$ cat config.mk
export PLATFORM = sky130hd
export DESIGN_NAME = lcd_page_sequencer
export DESIGN_NICKNAME = d
export VERILOG_FILES = /design/src/rtl/lcd_seq_pkg.sv /design/src/rtl/lcd_seq_addr_gen.sv /design/src/rtl/lcd_page_sequencer.sv
export SDC_FILE = /design/constraint.sdc
export NUM_CORES = 1
export LEC_CHECK = 0
export CAP_MARGIN = 20
export CORE_MARGIN = 4
export CORE_UTILIZATION = 49
export DETAILED_ROUTE_END_ITERATION = 10
export PLACE_DENSITY = 0.85
export SLEW_MARGIN = 40
export SYNTH_ARGS = -nofsm -noshare
export SYNTH_HDL_FRONTEND = slang
export SYNTH_SLANG_ARGS = --single-unit
$ cat constraint.sdc
create_clock -name clk -period 1.9 [get_ports clk]
set_clock_uncertainty 0.1 [all_clocks]
set_input_delay 0.475 -clock clk [delete_from_list [all_inputs] [get_ports clk]]
set_output_delay 0.475 -clock clk [all_outputs]
set_load 0.005 [all_outputs]
$ cat src/rtl/lcd_seq_pkg.sv
// Shared types and constants for the LCD page sequencer.
// Optional build macro: LCD_CURSOR_MARK_EN (cursor glyph on menu line 1).
package lcd_seq_pkg;

    localparam int         LINE_LEN  = 16;
    localparam int         IDX_W     = 4;
    localparam logic [7:0] LINE0_CMD = 8'h80;
    localparam logic [7:0] LINE1_CMD = 8'hC0;
    localparam logic [7:0] MARK_CHAR = 8'h7E;

    localparam logic [IDX_W-1:0] LAST_IDX = IDX_W'(LINE_LEN - 1);

    typedef enum logic [2:0] {
        IDLE,
        CMD,
        ADDR,
        WAIT,
        SEND,
        DONE
    } state_t;

    typedef enum logic [1:0] {
        PAGE_MENU   = 2'd0,
        PAGE_REMOTE = 2'd1,
        PAGE_LOCAL  = 2'd2,
        PAGE_RSVD   = 2'd3
    } page_t;

    function automatic logic [7:0] lineCmd(input logic line);
        return line ? LINE1_CMD : LINE0_CMD;
    endfunction

endpackage

$ cat src/rtl/lcd_seq_addr_gen.sv
// Maps the current page/line/char position onto the shared RAM read port.
// Combinational; the top registers the result when entering ADDR.
module lcd_seq_addr_gen
    import lcd_seq_pkg::*;
(
    input  page_t       page,
    input  logic        line,
    input  logic [3:0]  idx,
    input  logic [3:0]  menuLine0,
    input  logic [3:0]  menuLine1,
    output logic [1:0]  ramSel,
    output logic [4:0]  ramAdd,
    output logic [3:0]  ramMenu
);

    always_comb begin
        ramSel  = page;
        ramAdd  = {line, idx};
        ramMenu = 4'd0;
        unique case (page)
            PAGE_MENU: begin
                ramAdd  = {1'b0, idx};
                ramMenu = line ? menuLine1 : menuLine0;
            end
            PAGE_REMOTE,
            PAGE_LOCAL,
            PAGE_RSVD: begin
                ramAdd  = {line, idx};
                ramMenu = 4'd0;
            end
            default: begin
                ramAdd  = {line, idx};
                ramMenu = 4'd0;
            end
        endcase
    end

endmodule

$ cat src/rtl/lcd_page_sequencer.sv
// Reads one 2x16 LCD page through the shared RAM port and streams it to the LCD writer.
// Optional build macro: LCD_CURSOR_MARK_EN.
module lcd_page_sequencer
    import lcd_seq_pkg::*;
(
    input  logic       clk,
    input  logic       rst,
    input  logic       start,
    input  logic [1:0] page_sel,
    input  logic [3:0] menu_line0,
    input  logic [3:0] menu_line1,
    output logic [1:0] ram_sel,
    output logic [3:0] ram_menu,
    output logic [4:0] ram_add,
    input  logic [7:0] ram_dout,
    output logic       lcd_valid,
    output logic       lcd_is_cmd,
    output logic [7:0] lcd_data,
    input  logic       lcd_ready,
    output logic       busy,
    output logic       done
);

    state_t     state;
    page_t      page;
    logic       line;
    logic [3:0] idx;
    logic [3:0] menu0Q;
    logic [3:0] menu1Q;
    logic [3:0] nextIdx;
    logic [1:0] genSel;
    logic [4:0] genAdd;
    logic [3:0] genMenu;
    logic [7:0] charIn;

    // Address is computed for the position the next ADDR state will read.
    assign nextIdx = (state == CMD) ? 4'd0 : idx + 4'd1;

    lcd_seq_addr_gen addrGen (
        .page      (page),
        .line      (line),
        .idx       (nextIdx),
        .menuLine0 (menu0Q),
        .menuLine1 (menu1Q),
        .ramSel    (genSel),
        .ramAdd    (genAdd),
        .ramMenu   (genMenu)
    );

`ifdef LCD_CURSOR_MARK_EN
    assign charIn = (page == PAGE_MENU && line && idx == 4'd0) ? MARK_CHAR : ram_dout;
`else
    assign charIn = ram_dout;
`endif

    always_ff @(posedge clk or posedge rst) begin
        if (rst) begin
            state      <= IDLE;
            page       <= PAGE_MENU;
            line       <= 1'b0;
            idx        <= 4'd0;
            menu0Q     <= 4'd0;
            menu1Q     <= 4'd0;
            ram_sel    <= 2'd0;
            ram_add    <= 5'd0;
            ram_menu   <= 4'd0;
            lcd_valid  <= 1'b0;
            lcd_is_cmd <= 1'b0;
            lcd_data   <= 8'd0;
            busy       <= 1'b0;
            done       <= 1'b0;
        end else begin
            done <= 1'b0;
            unique case (state)
                IDLE: begin
                    if (start && page_sel != PAGE_RSVD) begin
                        page       <= page_t'(page_sel);
                        menu0Q     <= menu_line0;
                        menu1Q     <= menu_line1;
                        line       <= 1'b0;
                        idx        <= 4'd0;
                        busy       <= 1'b1;
                        lcd_valid  <= 1'b1;
                        lcd_is_cmd <= 1'b1;
                        lcd_data   <= lineCmd(1'b0);
                        state      <= CMD;
                    end
                end
                CMD: begin
                    if (lcd_ready) begin
                        idx       <= 4'd0;
                        lcd_valid <= 1'b0;
                        ram_sel   <= genSel;
                        ram_add   <= genAdd;
                        ram_menu  <= genMenu;
                        state     <= ADDR;
                    end
                end
                ADDR: begin
                    state <= WAIT;
                end
                WAIT: begin
                    lcd_valid  <= 1'b1;
                    lcd_is_cmd <= 1'b0;
                    lcd_data   <= charIn;
                    state      <= SEND;
                end
                SEND: begin
                    if (lcd_ready) begin
                        lcd_valid <= 1'b0;
                        if (idx != LAST_IDX) begin
                            idx      <= nextIdx;
                            ram_sel  <= genSel;
                            ram_add  <= genAdd;
                            ram_menu <= genMenu;
                            state    <= ADDR;
                        end else if (!line) begin
                            line       <= 1'b1;
                            lcd_valid  <= 1'b1;
                            lcd_is_cmd <= 1'b1;
                            lcd_data   <= lineCmd(1'b1);
                            state      <= CMD;
                        end else begin
                            done  <= 1'b1;
                            state <= DONE;
                        end
                    end
                end
                DONE: begin
                    busy  <= 1'b0;
                    state <= IDLE;
                end
                default: begin
                    state <= IDLE;
                end
            endcase
        end
    end

endmodule

==> results.cfg, run 1 <==
[final_layout]
finalNetCount = 242
multi_input_area_um2 = 786
seq_area_mm2 = 0.00103
mostFrequentLayoutCell = clkdlybuf4s50_1
final_cell_mix = 43 x clkdlybuf4s50_1, 41 x dfrtp_1, 16 x mux2_2, 12 x buf_4, 11 x inv_1
nFillCells = 286
syn_to_final_growth_pct = 35.4
n_antenna_cell = 0
drive_gt1_frac = 0.200

[setup_path]
worstSetupPathType = in2reg
worstPathRequired_ns = 1.97
cp.arrival_ns = 1.91
endpoint_kind = flop
cp-start-kind = input port
crit_start = start
timing.rr.start = state[2]$_DFFE_PP0P_
r2r_cells = 5
cp_max_fo = 10
reg2reg_slack_ns = 0.10

[timing]
fin_tns_setup_ns = 0
tightest_slew_ns = 0.466
rsz0062_at_grt = no
max_slew_margin = 0.689
period_share = 0.967
clock.fmax_mhz = 544
fin_crit_ns = 1.84
setup_violations = 0
fin_ws_ns = 0.0633
finalHoldViolCount = 0
finalMaxSlewViolations = 0

[power]
peakVddDrop_uv = 746
p_leak_nw = 1.12
power.density_mw_per_mm2 = 1350

[drt]
drt_wl_total_um = 4300
vias = 1442
ant_nets = 0
drtIter0Drc = 120
drc = 0
drt_first_pass_iters = 4
avgRoutedWirePerCell_um = 16.1
avgViaCountPerCell = 5.38

[yosys]
synth_cell_types = 41
yosys_warnings = 0
synth-simple-area-share = 0.117
synth_edf_count = 0
synthDominantCellAreaShare = 0.541
yosysSeqAreaShare = 0.541
synth_top_family_by_area = compound AO/OA/AOI/OAI gates
synth_compound_area_frac = 0.145
synthAdderAreaFrac = 0.00660
syn_nets = 186
syn_area_mm2 = 0.00190
synth_flop_cell = dfrtp_1
avgSynthCellArea_um2 = 11.6
netlist_instances = 163
netlist.top_cell.by_area = dfrtp_1
yosys-top-cells-area = dfrtp_1 54%, mux2_2 9.5%, mux2i_1 3.2%, a22o_1 2.8%, inv_1 2.2%
async_flop_share = 1.00
synth_xor_area_frac = 0.00924
synthMuxAreaShare = 0.135
synth_seq_cells = 41

[outcome]
status = finished clean

[placement]
dp_hpwl_um = 3150
dp_slack_ns = -0.254
globalplace.congestion = 0.812
io_buffers = 44

[worst_hold_path]
hp-class = reg2reg
min_from = menu0Q[1]$_DFFE_PP0P_
whs_path_depth = 1

[run]
cap_violations = 0

[cts]
clock-sinks = 41
tritoncts.num_buffers = 5
clock_tree.buffer_depth = 2
worstSkewPairLatency_ns = 0.29
htree_levels = 2
clk_pin_slew_worst_paths_ns = 0.07
cts_tree = done
root_buffer = clkbuf_8

[global_route]
grt_usage = 0.190
grt_max_degree = 42
grt_pass1_wl_um = 7430
grt_pass1_vias = 1555
antenna_found_initial = 0
grt_overflow_total = 0

[floorplan]
die_y_um = 70.2
ioPinCount = 45
fp-row-count = 22
core-area_mm2 = 0.00369
initial_utilization = 0.514
fp.dieW_um = 70.2
die_area_mm2 = 0.00493
==> per-stage QoR <==
step / cell area [µm²] / std cells / power (mW) / util / hold slack [ns]
after CTS: 2540 / 267 / 3.43 / 0.689 / 0.411
after global placement: 2460 / 259 / 2.79 / 0.667 / 0.385
after detailed placement: 2460 / 259 / 2.88 / 0.667 / 0.392
after global routing: 2570 / 268 / 3.72 / 0.696 / 0.424
after floorplan: 1900 / 163 / 2.24 / - / 0.379
final: 2570 / 268 / 3.47 / 0.696 / 0.408
==> cell type report <==
type / instances / share of cell area
sequential: 41 / 0.400
multi-input combinational: 102 / 0.306
timing repair buffer: 58 / 0.223
clock buffer: 8 / 0.0312
tap: 48 / 0.0234
inverter: 11 / 0.0161
==> synth_stat cells (2+ instances only) <==
master / count
nor2_1: 9
nor3_1: 6
o22ai_1: 4
inv_1: 11
nand3b_1: 3
o2bb2ai_1: 2
o32ai_1: 2
mux2i_1: 6
nand2_1: 4
mux2_2: 16
dfrtp_1: 41
nor2b_1: 4
o21ai_0: 5
buf_2: 6
nand2b_1: 2
nand3_1: 3
and3_1: 2
clkbuf_1: 2
a211oi_1: 2
a22o_1: 6
a21oi_1: 7
==> kinds of logic (layout without fill, tap and decap cells) <==
kind of cell / after synthesis / count (layout)
xor gates and xnor gates: 2 / 2
buffers and inverters: 20 / 77
muxes: 23 / 23
DFF: 41 / 41
adders and majority gates: 1 / 1
AOI/OAI and AO/OA: 37 / 37
and+or+nand+nor: 39 / 39
==> report_power, final <==
| group | total (mW) | switching [mW] | leakage, nW | internal [mW] |
|---|---|---|---|---|
| Clock | 0.540 | 0.279 | 0.0395 | 0.261 |
| Combinational | 1.43 | 0.549 | 0.556 | 0.883 |
| Sequential | 1.50 | 0.309 | 0.520 | 1.19 |
==> layer usage <==
metal  vias up  routed length, µm  track usage
met1       690               1840        0.235
met4         0                 81       0.0745
met5         -                  0            0
li1        693                  -            -
met3         8                237       0.0547
met2        51               2150        0.312
==> flip-flops by register name (all words and copies together), names as in the netlist <==
signal,count
menu1Q,4
page,2
ram_add,5
lcd_data,8
line,1
lcd_is_cmd,1
done,1
state,3
ram_menu,4
busy,1
lcd_valid,1
menu0Q,4
ram_sel,2
idx,4
==> critical path, cell delays in order <==
cell	delay, ns
clkdlybuf4s50_1	0.45
a21bo_2	0.26
nand3b_1	0.22
buf_4	0.22
mux2_2	0.29
==> what timing repair did <==
action	CTS	global route
buffers inserted	0	1
gates resized for setup	0	2
hold buffers	0	0
setup endpoints to repair	0	8
==> path summary, 6_finish.rpt <==
path,end
min in group asynchronous,menu0Q[0]$_DFFE_PP0P_
hold reg to reg,menu0Q[1]$_DFFE_PP0P_
setup / recovery,page[0]$_DFFE_PP0P_
setup reg to reg,ram_menu[0]$_DFFE_PP0P_
max in group asynchronous,menu0Q[2]$_DFFE_PP0P_
hold / removal,menu0Q[1]$_DFFE_PP0P_
Power figures use the tool's default switching activity.
==> inputs of run 2 (changes only) <==
--- a/config.mk
+++ b/config.mk
@@ -5,7 +5,7 @@
 export SDC_FILE = /design/constraint.sdc
 export NUM_CORES = 1
 export LEC_CHECK = 0
-export CAP_MARGIN = 20
+export CAP_MARGIN = 25
 export CORE_MARGIN = 4
 export CORE_UTILIZATION = 49
 export DETAILED_ROUTE_END_ITERATION = 10
==> results of run 2 <==
Final layout, timing and power as in run 1 (identical DEF).
==> inputs of run 3 (changes only) <==
--- a/config.mk
+++ b/config.mk
@@ -7,9 +7,10 @@
 export LEC_CHECK = 0
 export CAP_MARGIN = 25
 export CORE_MARGIN = 4
-export CORE_UTILIZATION = 49
+export CORE_UTILIZATION = 62
 export DETAILED_ROUTE_END_ITERATION = 10
-export PLACE_DENSITY = 0.85
+export DONT_BUFFER_PORTS = 1
+export PLACE_DENSITY = 0.84
 export SLEW_MARGIN = 40
 export SYNTH_ARGS = -nofsm -noshare
 export SYNTH_HDL_FRONTEND = slang
==> results.cfg, run 3 (synthesis gave the netlist of run 1 again) <==
[outcome]
status = finished clean

[floorplan]
die_area_mm2 = 0.00401
fp.dieW_um = 63.3
core-area_mm2 = 0.00283
die_y_um = 63.3
initial_utilization = 0.670
fp-row-count = 19
ioPinCount = 45

[cts]
worstSkewPairLatency_ns = 0.35
cts_tree = done
root_buffer = clkbuf_4
htree_levels = 2
clock-sinks = 41
tritoncts.num_buffers = 5
ctsResizeCount = 0
post-cts-setup-buffers = 0
clock_tree.buffer_depth = 2
cts_hold_buf = 0
clk_pin_slew_worst_paths_ns = 0.13

[final_layout]
drive_gt1_frac = 0.244
post-route-util = 0.714
final_cell_mix = 41 x dfrtp_1, 16 x mux2_2, 11 x inv_1, 10 x buf_4, 9 x nor2_1
finalNetCount = 194
top_register = lcd_data
reg_top3 = lcd_data (8), ram_add (5)
mostFrequentLayoutCell = dfrtp_1
largest_register_ffs = 8
stdcell_count = 203
syn_to_final_growth_pct = 6.53
nFillCells = 214
n_antenna_cell = 0

[drt]
avgRoutedWirePerCell_um = 18.3
drt_wl_total_um = 3720
drtIter0Drc = 54
drc = 0
ant_nets = 0
vias = 1285
drt_first_pass_iters = 4
avgViaCountPerCell = 6.33

[timing]
whs_ns = 0.0194
max_slew_margin = 0.673
period_share = 0.976
finalMaxSlewViolations = 0
setup_violations = 0
finalHoldViolCount = 0
clock.fmax_mhz = 539
fin_tns_setup_ns = 0
tightest_slew_ns = 0.490
fin_crit_ns = 1.85

[run]
cap_violations = 0

[power]
comb_power_share = 0.345
peakVddDrop_uv = 957
clockPowerShare = 0.143
pwr-share-seq = 0.512
power_switching_mw = 1.06
power.density_mw_per_mm2 = 1450
p_leak_nw = 0.902
swShare = 0.361
p_int_mw = 1.88

[setup_path]
r2r_cells = 6
cp-start-kind = flop
worstPathRequired_ns = 2.03
timing.rr.start = idx[0]$_DFFE_PP0P_
endpoint_kind = flop
r2r_end = ram_menu[1]$_DFFE_PP0P_
reg2reg_slack_ns = 0.05
cp_max_fo = 11
worstSetupPathType = reg2reg
cp.arrival_ns = 1.99

[global_route]
grt_overflow_total = 0
grt_pass1_vias = 1357
grt_usage = 0.205
grt_pass1_wl_um = 6400
grt_max_degree = 42
antenna_found_initial = 0

[placement]
dp_hpwl_um = 2710
dp_cells = 194
globalplace.congestion = 0.876
io_buffers = 0

[worst_hold_path]
hp-class = in2async
-- run 3: final cells by class --
type | instances | area [µm²] | share of cell area
clock buffer | 5 | 37.5 | 0.0186
multi-input combinational | 102 | 783 | 0.388
timing repair buffer | 10 | 75.1 | 0.0372
clock inverter | 3 | 17.5 | 0.00867
inverter | 11 | 41.3 | 0.0204
sequential | 41 | 1030 | 0.508
tap | 31 | 38.8 | 0.0192
-- run 3: power by group through the flow --
stage / Clock (mW) / Combinational, mW / Sequential (mW)
after floorplan: 0 / 0.851 / 1.39
after global placement: 0 / 0.949 / 1.50
after detailed placement: 0 / 1.00 / 1.52
after CTS: 0.432 / 1.00 / 1.51
after global routing: 0.481 / 1.13 / 1.56
final: 0.421 / 1.01 / 1.50
-- run 3: how the worst max path moves through the flow --
| stage | cells past startpoint | to | from |
|---|---|---|---|
| after detailed placement | 6 | ram_menu[1]$_DFFE_PP0P_ | idx[0]$_DFFE_PP0P_ |
| after floorplan | 5 | idx[3]$_DFFE_PP0P_ | idx[0]$_DFFE_PP0P_ |
| after global placement | 6 | ram_menu[3]$_DFFE_PP0P_ | idx[0]$_DFFE_PP0P_ |
| after CTS | 6 | ram_menu[1]$_DFFE_PP0P_ | idx[0]$_DFFE_PP0P_ |
| final | 6 | ram_menu[1]$_DFFE_PP0P_ | idx[0]$_DFFE_PP0P_ |
| after global routing | 5 | idx[3]$_DFFE_PP0P_ | idx[0]$_DFFE_PP0P_ |
-- run 3: metrics by stage --
step | setup slack [ns] | total power [mW] | instance area [µm²]
floorplan | 0.160 | 2.24 | 1900
global placement | 0.155 | 2.45 | 1960
detailed placement | 0.0833 | 2.52 | 1960
CTS | 0.0600 | 2.94 | 2010
global route | -0.0123 | 3.17 | 2020
finish | 0.0451 | 2.94 | 2020
-- run 3: routing by layer --
metal  vias up  track usage  share of wire
met5         -            0              0
met4         0       0.0836          0.013
met3         6       0.0746          0.077
met2        50        0.336           0.51
met1       630        0.245           0.40
li1        599            -              -
-- run 3: worst max-delay path: stages (launching register included) --
cell and delay (ns):
dfrtp_1 0.45, ha_1 0.27, nand3_2 0.14, nand3b_1 0.10, a21boi_1 0.13, buf_4 0.21, mux2_2 0.35
